$ cat src/rtl/ahb_resp_mux.sv
// AHB data-phase response multiplexer: captures the decoder's one-hot select on each
// accepted address phase and returns the owning slave's response, or a two-cycle ERROR for unmapped transfers.
module ahb_resp_mux #(
    parameter int NUM_SLAVES = 3,
    parameter int DATA_WIDTH = 32
) (
    input  logic                             Hclk,
    input  logic                             Hreset,
    input  logic [NUM_SLAVES-1:0]            Hsel,
    input  logic [1:0]                       Htrans,
    input  logic [NUM_SLAVES*DATA_WIDTH-1:0] Hrdata_s,
    input  logic [NUM_SLAVES-1:0]            Hreadyout_s,
    input  logic [NUM_SLAVES-1:0]            Hresp_s,
    output logic [DATA_WIDTH-1:0]            Hrdata,
    output logic                             Hready,
    output logic                             Hresp,
    output logic [NUM_SLAVES-1:0]            Hsel_dp
);

    typedef enum logic [1:0] {
        DS_IDLE = 2'd0,
        DS_ERR1 = 2'd1,
        DS_ERR2 = 2'd2
    } ds_state_e;

    ds_state_e               state_q, state_d;
    logic [NUM_SLAVES-1:0]   owner_q, owner_d;
    logic [DATA_WIDTH-1:0]   hrdata_mux;
    logic                    hready_mux;
    logic                    hresp_mux;

    // Keeps only the lowest set bit, so a malformed multi-hot select still yields one owner.
    function automatic logic [NUM_SLAVES-1:0] lowest_onehot(input logic [NUM_SLAVES-1:0] sel);
        logic [NUM_SLAVES-1:0] res;
        res = '0;
        for (int i = NUM_SLAVES - 1; i >= 0; i--) begin
            if (sel[i]) begin
                res    = '0;
                res[i] = 1'b1;
            end else begin
                res = res;
            end
        end
        return res;
    endfunction

    // Owner and default-slave state registers.
    always_ff @(posedge Hclk or posedge Hreset) begin
        if (Hreset) begin
            state_q <= DS_IDLE;
            owner_q <= '0;
        end else begin
            state_q <= state_d;
            owner_q <= owner_d;
        end
    end

    // Next owner / default-slave state; the address phase is only sampled when the bus is ready.
    always_comb begin
        state_d = state_q;
        owner_d = owner_q;
        if (state_q == DS_ERR1) begin
            state_d = DS_ERR2;
            owner_d = '0;
        end else if (hready_mux) begin
            if (!Htrans[1]) begin
                state_d = DS_IDLE;
                owner_d = '0;
            end else if (Hsel != '0) begin
                state_d = DS_IDLE;
                owner_d = lowest_onehot(Hsel);
            end else begin
                state_d = DS_ERR1;
                owner_d = '0;
            end
        end else begin
            state_d = state_q;
            owner_d = owner_q;
        end
    end

    // Data-phase response mux; an all-zero owner outside the error sequence is a zero-wait OKAY.
    always_comb begin
        hrdata_mux = '0;
        hready_mux = 1'b1;
        hresp_mux  = 1'b0;
        case (state_q)
            DS_ERR1: begin
                hready_mux = 1'b0;
                hresp_mux  = 1'b1;
            end
            DS_ERR2: begin
                hready_mux = 1'b1;
                hresp_mux  = 1'b1;
            end
            default: begin
                for (int i = 0; i < NUM_SLAVES; i++) begin
                    if (owner_q[i]) begin
                        hrdata_mux = Hrdata_s[i*DATA_WIDTH +: DATA_WIDTH];
                        hready_mux = Hreadyout_s[i];
                        hresp_mux  = Hresp_s[i];
                    end else begin
                        hrdata_mux = hrdata_mux;
                    end
                end
            end
        endcase
    end

    assign Hrdata  = hrdata_mux;
    assign Hready  = hready_mux;
    assign Hresp   = hresp_mux;
    assign Hsel_dp = owner_q;

endmodule
$ cat config.mk
export PLATFORM = sky130hd
export DESIGN_NAME = ahb_resp_mux
export DESIGN_NICKNAME = d
export VERILOG_FILES = /design/src/rtl/ahb_resp_mux.sv
export SDC_FILE = /design/constraint.sdc
export NUM_CORES = 1
export LEC_CHECK = 0
export ABC_CLOCK_PERIOD_IN_PS = 1900
export CAP_MARGIN = 20
export CORE_AREA = 2 2 56 58
export CTS_CLUSTER_DIAMETER = 200
export DETAILED_ROUTE_END_ITERATION = 10
export DIE_AREA = 0 0 58 60
export DONT_BUFFER_PORTS = 1
export PLACE_DENSITY = 0.57
export SKIP_LAST_GASP = 1
export SLEW_MARGIN = 10
export SYNTH_ARGS = -nofsm -noshare
export SYNTH_HDL_FRONTEND = slang
export SYNTH_SLANG_ARGS = --single-unit
$ cat constraint.sdc
create_clock -name Hclk -period 1.9 [get_ports Hclk]
set_input_delay 0.57 -clock Hclk [delete_from_list [all_inputs] [get_ports Hclk]]
set_output_delay 0.57 -clock Hclk [all_outputs]
set_load 0.02 [all_outputs]
==> out/qor.txt, run 1 <==
die area -> 3480 µm²
Starting Density -> 37.1%
asr flop ratio synth -> 100%
CP startpoint kind -> register
dpl cells -> 186
Yosys top cell area share -> 26.0%
Clock Pin Slew Worst Setup and Hold Paths -> 0.05 ns
clock group share of total power -> 2.6%
Post-synth top cells -> nor2b_1 (33), nor3_1 (33), a221oi_1 (32), clkbuf_1 (16)
latest clock arrival within the worst-skew pair -> 0.24 ns
Die Span X -> 58 µm
status -> complete, but fails checks
CP Capture Type -> primary output
min-delay worst type -> input port to asynchronous set/reset pin
Antenna Cells -> 0
Vias -> 1335
Leakage Power -> 0.667 nW
clk_skew -> 0.00348 ns
deepest clock path buffer count -> 2
failing checks -> setup timing
Cell Rows -> 20
routability cong. -> 0.689
VDD IR-drop max -> 1480 µV
Max Cap Viol -> 0
Setup violations, final -> 34
Final Non-Filler Cells -> 205
first-pass iteration count of the detailed router -> 3
Post-Syn Area per Cell -> 7.08 µm²
post-synthesis cell count -> 152
unrepaired setup endpoints after global routing -> yes
TritonCTS clock tree -> built
DRC Markers -> 0
CTS Buf Count -> 3
Req. time, crit path -> 1.33 ns
CP Max Fanout -> 6
die height -> 60 µm
H-tree depth -> 1
Hold Fails Final Rpt -> 0
Psw -> 0.00269 W
IO buf count -> 0
Pint -> 0.00207 W
CTS root buf -> clkbuf_4
Pins Over Slew Limit -> 0
global-route wire length before repair -> 5870 µm
Worst EP arrival -> 1.55 ns
synthesis-stage register bit count -> 5
Slew headroom -> 72.0%
setup ws final -> -0.223 ns
Synth area leaders -> a221oi_1 (26%), nor2b_1 (19%), nor3_1 (15%)
antenna violations before repair -> 0
sequential-to-total area share from yosys stat -> 11.6%
critical path class -> register to primary output
Tcrit/Tclk final -> 112%
pin count of the biggest net entering global routing -> 50
Sink Count -> 5
Layout area overhead -> 86.6%
Total GRT Usage -> 21.4%
Distinct cells, synth -> 26
Post-Syn Nets -> 263
Mapped Area -> 1080 µm²
remaining global-route overflow -> 0
Post-synth top flop -> dfrtp_1
hpwl dp -> 3150 µm
I/O pins -> 146
vias in the first global route -> 1183
DR WL/cell -> 20.3 µm
Final #Nets -> 284
post-synth top area cell -> a221oi_1
fmax -> 0.471 GHz
worst slew pin tran -> 0.420 ns
share of cells above drive strength 1 -> 64.5%
1st-iter DRT viols -> 70
drt total wl -> 4160 µm
Fin Hold WS -> 0.115 ns
Final min period -> 2.12 ns
Logic pwr share -> 93.2%
ANT nets after route -> 0
vias per inst -> 6.51
synth warn -> 0
Core Footprint -> 2900 µm²
EDFF count, synth -> 0
pwr dens -> 2370 nW/µm²
sequential power share -> 4.2%
switching share of power -> 56.5%
[final cells by class]
cell class	count	area (µm²)
clock buffers	4	26.3
fillers	229	895
inverters	5	23.8
multi-input cells	123	1420
flip-flops and latches	5	129
well taps	33	41.3
repair buffers	35	365
[repair_timing]
item,CTS,global route
hold buffers,0,0
hold endpoints to repair,0,0
setup endpoints to repair,34,34
resized for setup,15,31
cloned,1,1
setup buffers,0,13
pin swaps,26,15
[metrics by stage]
step	TNS [ns]	util [%]	cell area [µm²]	setup slack [ns]	power, W
CTS	-5.54	60.6	1760	-0.205	0.00439
global placement	-0.232	57.0	1660	-0.0869	0.00391
detailed placement	-0.671	57.0	1660	-0.112	0.00397
finish	-5.37	69.2	2010	-0.223	0.00476
global route	-7.48	69.2	2010	-0.284	0.00506
floorplan	-0.469	-	1600	-0.0745	0.00353
[per-layer routing]
metal  GRT usage, %  routed length, µm  up-vias
met1           27.7               1500      619
li1               -                  -      632
met2           37.0               2250       84
met3           4.76                409        0
met5              0                  0        -
met4           3.99                  0        0
[sequential cells by signal (all words and copies together) (netlist names)]
signal / flops
state_q: 2
Hsel_dp: 3
[placed cells by master, fill, tap and decap left out, drive strengths merged]
cell type,instances
a31o,1
o21bai,1
or2,1
buf,35
nand2b,3
mux2i,1
nor4,1
o211ai,2
dfrtp,5
a22oi,1
a21oi,1
a221oi,32
a2111oi,1
nor3b,1
nand3b,1
nor3,33
ha,2
nor2,2
nor2b,34
o31ai,1
nand2,2
inv,5
clkbuf,4
o21ai,2
[logic make-up (layout without fill, tap and decap cells)]
family                     Yosys count  after routing  synth area share [%]
and+or+nand+nor                     78             78                  41.0
AOI/OAI and AO/OA                   42             42                  34.3
buffers and inverters               24             44                  9.77
DFF                                  5              5                  11.6
adders and majority gates            2              2                  2.33
muxes                                1              1                 0.930
[final timing paths]
| path | slack [ns] | to | from | cells past startpoint |
|---|---|---|---|---|
| max | -0.22 | Hrdata[22] | Hsel_dp[0] | 5 |
| min | 0.12 | Hsel_dp[0] | Hreset | 1 |
| max reg2reg | 0.16 | Hsel_dp[2] | state_q[0] | 8 |
| min reg2reg | 0.59 | state_q[1] | state_q[1] | 2 |
| max in group asynchronous | 1.59 | Hsel_dp[2] | Hreset | 1 |
| min in group Hclk | 0.48 | Hsel_dp[2] | Hsel[2] | 1 |
[critical path, cell delays in order (launching register included)]
cell	delay [ns]
dfrtp_2	0.40
nor2b_4	0.15
buf_4	0.14
buf_6	0.13
a221oi_1	0.39
nor3_4	0.10
[power groups by stage]
stage	combinational [W]	sequential, W	clock, W
6_report	0.00443	0.000199	0.000125
5_1_grt	0.00472	0.000206	0.000134
4_1_cts	0.00406	0.000205	0.000127
3_5_place_dp	0.00377	0.000204	0
3_3_place_gp	0.00370	0.000205	0
2_1_floorplan	0.00331	0.000221	0
Power figures use the tool's default switching activity.
==> run 2: changes to the inputs <==
--- a/config.mk
+++ b/config.mk
@@ -5,7 +5,7 @@
 export SDC_FILE = /design/constraint.sdc
 export NUM_CORES = 1
 export LEC_CHECK = 0
-export ABC_CLOCK_PERIOD_IN_PS = 1900
+export ABC_AREA = 1
 export CAP_MARGIN = 20
 export CORE_AREA = 2 2 56 58
 export CTS_CLUSTER_DIAMETER = 200
==> constraint.sdc (replaced) <==
create_clock -name Hclk -period 1.9 [get_ports Hclk]
set_input_delay 0.38 -clock Hclk [delete_from_list [all_inputs] [get_ports Hclk]]
set_output_delay 0.38 -clock Hclk [all_outputs]
set_load 0.02 [all_outputs]
==> run 2 against run 1 <==
Effect of this change:
- the flow now finishes without violations
- sequential cell count is the same
- power is 39% lower
- worst setup slack improved by 0.24 ns
- sequential share of layout area increased by 2.6 points
- wire length shrank 5.8%
- synthesized cell count grew 28%
- die area stayed put
- design area shrank 30%
- clock power about the same
- utilization fell by 21 points
- final cell count increased by 25%
- hold slack gained 0.19 ns
- critical endpoint is now Hrdata[9]
- highest routed layer is now met4
==> out/qor.txt, run 2 <==
VDD IR-drop max -> 1060 µV (-28%)
Max Cap Viol -> 0 (unchanged)
drt total wl -> 3920 µm (-5.8%)
TritonCTS clock tree -> built
Distinct cells, synth -> 23 (-12%)
sequential power share -> 6.0% (+1.8 points)
commonest non-fill, non-tap cell in the layout -> a21oi_1
first-pass iteration count of the detailed router -> 4 (+1)
sequential-to-total area share from yosys stat -> 11.4% (-0.20 points)
Slew headroom -> 80.3% (+8.3 points)
status -> finished, final reports clean
Final #Nets -> 336 (+18%)
wire length on met1 -> 1490 µm (-0.60%)
post-synthesis cell count -> 194 (+28%)
Post-synth top cells -> a21oi_1 (65), nand2_1 (41), o21ai_0 (33), inv_1 (7), buf_2 (6)
DR WL/cell -> 15.2 µm (-25%)
WHS Path Cells -> 2
Post-synth top flop -> dfrtp_1
flop-to-flop setup slack -> 0.42 ns (+0.26 ns)
Clock Pin Slew Worst Setup and Hold Paths -> 0.05 ns (about the same)
Tcrit/Tclk final -> 99.1% (-13 points)
pin count of the biggest net entering global routing -> 37 (-26%)
CTS Buf Count -> 3 (unchanged)
Req. time, crit path -> 1.52 ns (+0.19 ns)
hpwl dp -> 2850 µm (-9.5%)
die height -> 60 µm (unchanged)
clock group share of total power -> 4.4% (+1.8 points)
ANT nets after route -> 0 (unchanged)
switching share of power -> 57.3% (+0.80 points)
Yosys top cell area share -> 29.7% (+3.7 points)
Mapped Area -> 1090 µm² (+1.7%)
fill count -> 324 (+41%)
DRC Markers -> 0 (unchanged)
origin of the critical flop-to-flop path -> state_q[1]
WL met3 -> 373 µm (-8.8%)
min-delay worst type -> input port to register
post-synth top area cell -> a21oi_1
Layout area overhead -> 28.6%
1st-iter DRT viols -> 98 (+40%)
CTS root buf -> clkbuf_4
top layer in use -> met4
Logic pwr share -> 89.6% (-3.6 points)
remaining global-route overflow -> 0 (unchanged)
EDFF count, synth -> 0 (unchanged)
routability cong. -> 0.737 (+7.0%)
Hold Fails Final Rpt -> 0 (unchanged)
Die Span X -> 58 µm (unchanged)
most common cell in the synthesized netlist -> a21oi_1
Setup violations, final -> 0 (-100%)
Reg-to-Reg End -> Hsel_dp[0]
Post-Syn Area per Cell -> 5.64 µm² (-20%)
worst setup path end -> Hrdata[9]
share of cells above drive strength 1 -> 25.9% (-39 points)
Post-Syn Nets -> 305 (+16%)
Starting Density -> 37.7% (+0.65 points)
Sink Count -> 5 (unchanged)
global-route wire length before repair -> 5360 µm (-8.6%)
Final Util -> 48.5% (-21 points)
Core Footprint -> 2900 µm² (unchanged)
synth warn -> 0 (unchanged)
critical path class -> register to primary output
IO buf count -> 0 (unchanged)
Pint -> 0.00124 W (-40%)
number of flip-flops in the largest register -> 3 (unchanged)
unrepaired setup endpoints after global routing -> yes
antenna violations before repair -> 0 (unchanged)
vias per inst -> 5.79 (-11%)
final instance area -> 1410 µm² (-30%)
CP Capture Type -> primary output
commonest non-fill, non-tap cells in the layout -> a21oi_1 (65), nand2_1 (41), buf_4 (39)
deepest clock path buffer count -> 2 (unchanged)
Psw -> 0.00166 W (-38%)
synthesis-stage register bit count -> 5 (unchanged)
CP Cell Sequence -> ha_4, buf_8, o21ai_0, a21oi_1, buf_4
Total GRT Usage -> 19.5% (-1.9 points)
H-tree depth -> 1 (unchanged)
Crit-path slowest cell -> dfrtp_1
latest clock arrival within the worst-skew pair -> 0.25 ns (about the same)
CP startpoint -> state_q[1]
clk_skew -> 0.00939 ns (+0.00591 ns)
Pins Over Slew Limit -> 0 (unchanged)
CP startpoint kind -> register
Overall Power -> 0.00291 W (-39%)
Synth area leaders -> a21oi_1 (30%), o21ai_0 (15%), nand2_1 (14%)
Met2 Wirelength -> 2040 µm (-9.5%)
Cell Rows -> 20 (unchanged)
pwr dens -> 2070 nW/µm² (-13%)
Leakage Power -> 0.619 nW (-7.2%)
I/O pins -> 146 (unchanged)
CP Max Fanout -> 17 (+11)
Vias -> 1488 (+11%)
biggest cell delay along the critical path -> 0.40 ns (about the same)
asr flop ratio synth -> 100% (unchanged)
fmax -> 0.531 GHz (+13%)
Area after DPL -> 1320 µm² (-20%)
die area -> 3480 µm² (unchanged)
vias in the first global route -> 1215 (+2.7%)
worst reg2reg path depth -> 7 (-1)
Antenna Cells -> 0 (unchanged)
worst slew pin tran -> 0.296 ns (-0.125 ns)
Worst EP arrival -> 1.50 ns (-0.05 ns)
Final min period -> 1.88 ns (-0.239 ns)
==> run 2: cell count changes after synthesis, sizes merged, moves of 2 or more <==
| cell | delta |
|---|---|
| a21oi | +64 |
| nand2 | +42 |
| nor2b | -34 |
| a221oi | -32 |
| o21ai | +32 |
| nor3 | -31 |
| clkbuf | -10 |
| buf | +8 |
| inv | +5 |
| nand3 | +5 |
| nand4 | +4 |
| nand2b | -3 |
| nor2 | +2 |
| o211ai | -2 |
==> run 2: kinds of logic (layout without fill, tap and decap cells) <==
kind of cell    after synthesis  after routing  share of synthesized area (%)
simple gates                 59             59                           25.4
compound gates              100            100                           46.3
flops                         5              5                           11.4
buf+inv                      28             58                           14.6
fa+ha+maj                     2              2                           2.29
==> run 2: power by group through the flow <==
stage          clock [W]  combinational, W  sequential [W]
2_1_floorplan          0           0.00171        0.000192
5_1_grt         0.000136           0.00283        0.000180
3_3_place_gp           0           0.00248        0.000170
6_report        0.000128           0.00260        0.000174
3_5_place_dp           0           0.00249        0.000171
4_1_cts         0.000133           0.00258        0.000173
==> run 2: per-layer routing <==
layer  up-vias  global-route usage (%)
li1        735                       -
met1       666                    24.2
met2        84                    35.1
met3         3                    3.90
met4         0                    3.99
met5         -                       0
==> run 2: worst min-delay path by stage <==
stage	start	endpoint	slack, ns
detailed placement	Hreset	state_q[1]	0.18
finish	Hsel[0]	Hsel_dp[0]	0.30
CTS	Hsel[0]	Hsel_dp[0]	0.28
floorplan	Hreset	Hsel_dp[0]	0.16
global placement	Hreset	state_q[1]	0.18
global route	Hsel[0]	Hsel_dp[0]	0.30
==> run 2: critical path: cells and delay by family, from the launching register on <==
family / cells / cell delay (ns)
buf+inv: 2 / 0.30
fa+ha+maj: 1 / 0.31
flops: 1 / 0.40
compound gates: 2 / 0.24
==> run 2: per-stage QoR <==
stage | worst slack [ns] | setup TNS, ns | cells | hold WS [ns]
after floorplan | 0.109 | 0 | 194 | 0.159
after global placement | 0.194 | 0 | 250 | 0.178
after detailed placement | 0.173 | 0 | 250 | 0.179
after CTS | 0.00198 | 0 | 257 | 0.278
after global routing | -0.0564 | -0.944 | 257 | 0.301
final | 0.0165 | 0 | 257 | 0.300
==> run 2: repair_timing <==
action | 4_1_cts | 5_1_grt
setup buffers | 1 | 0
resized for setup | 7 | 3
cloned | 1 | 0
hold buffers | 1 | 0
hold endpoints to repair | 5 | 0
pin swaps | 1 | 2
endpoints found under the setup margin | 29 | 34
==> run 2: area by class of cell <==
class | instances | area [µm²] | share of cell area, %
Multi-Input combinational cell | 161 | 822 | 58.4
Timing Repair Buffer | 43 | 340 | 24.2
Sequential cell | 5 | 126 | 8.98
Inverter | 11 | 51.3 | 3.64
Tap cell | 33 | 41.3 | 2.93
Clock buffer | 4 | 26.3 | 1.87
==> run 3: changes to the inputs <==
--- a/config.mk
+++ b/config.mk
@@ -8,7 +8,6 @@
 export ABC_AREA = 1
 export CAP_MARGIN = 20
 export CORE_AREA = 2 2 56 58
-export CTS_CLUSTER_DIAMETER = 200
 export DETAILED_ROUTE_END_ITERATION = 10
 export DIE_AREA = 0 0 58 60
 export DONT_BUFFER_PORTS = 1
==> results of run 3 <==
No change in the layout: final DEF, timing and power equal those of run 2.
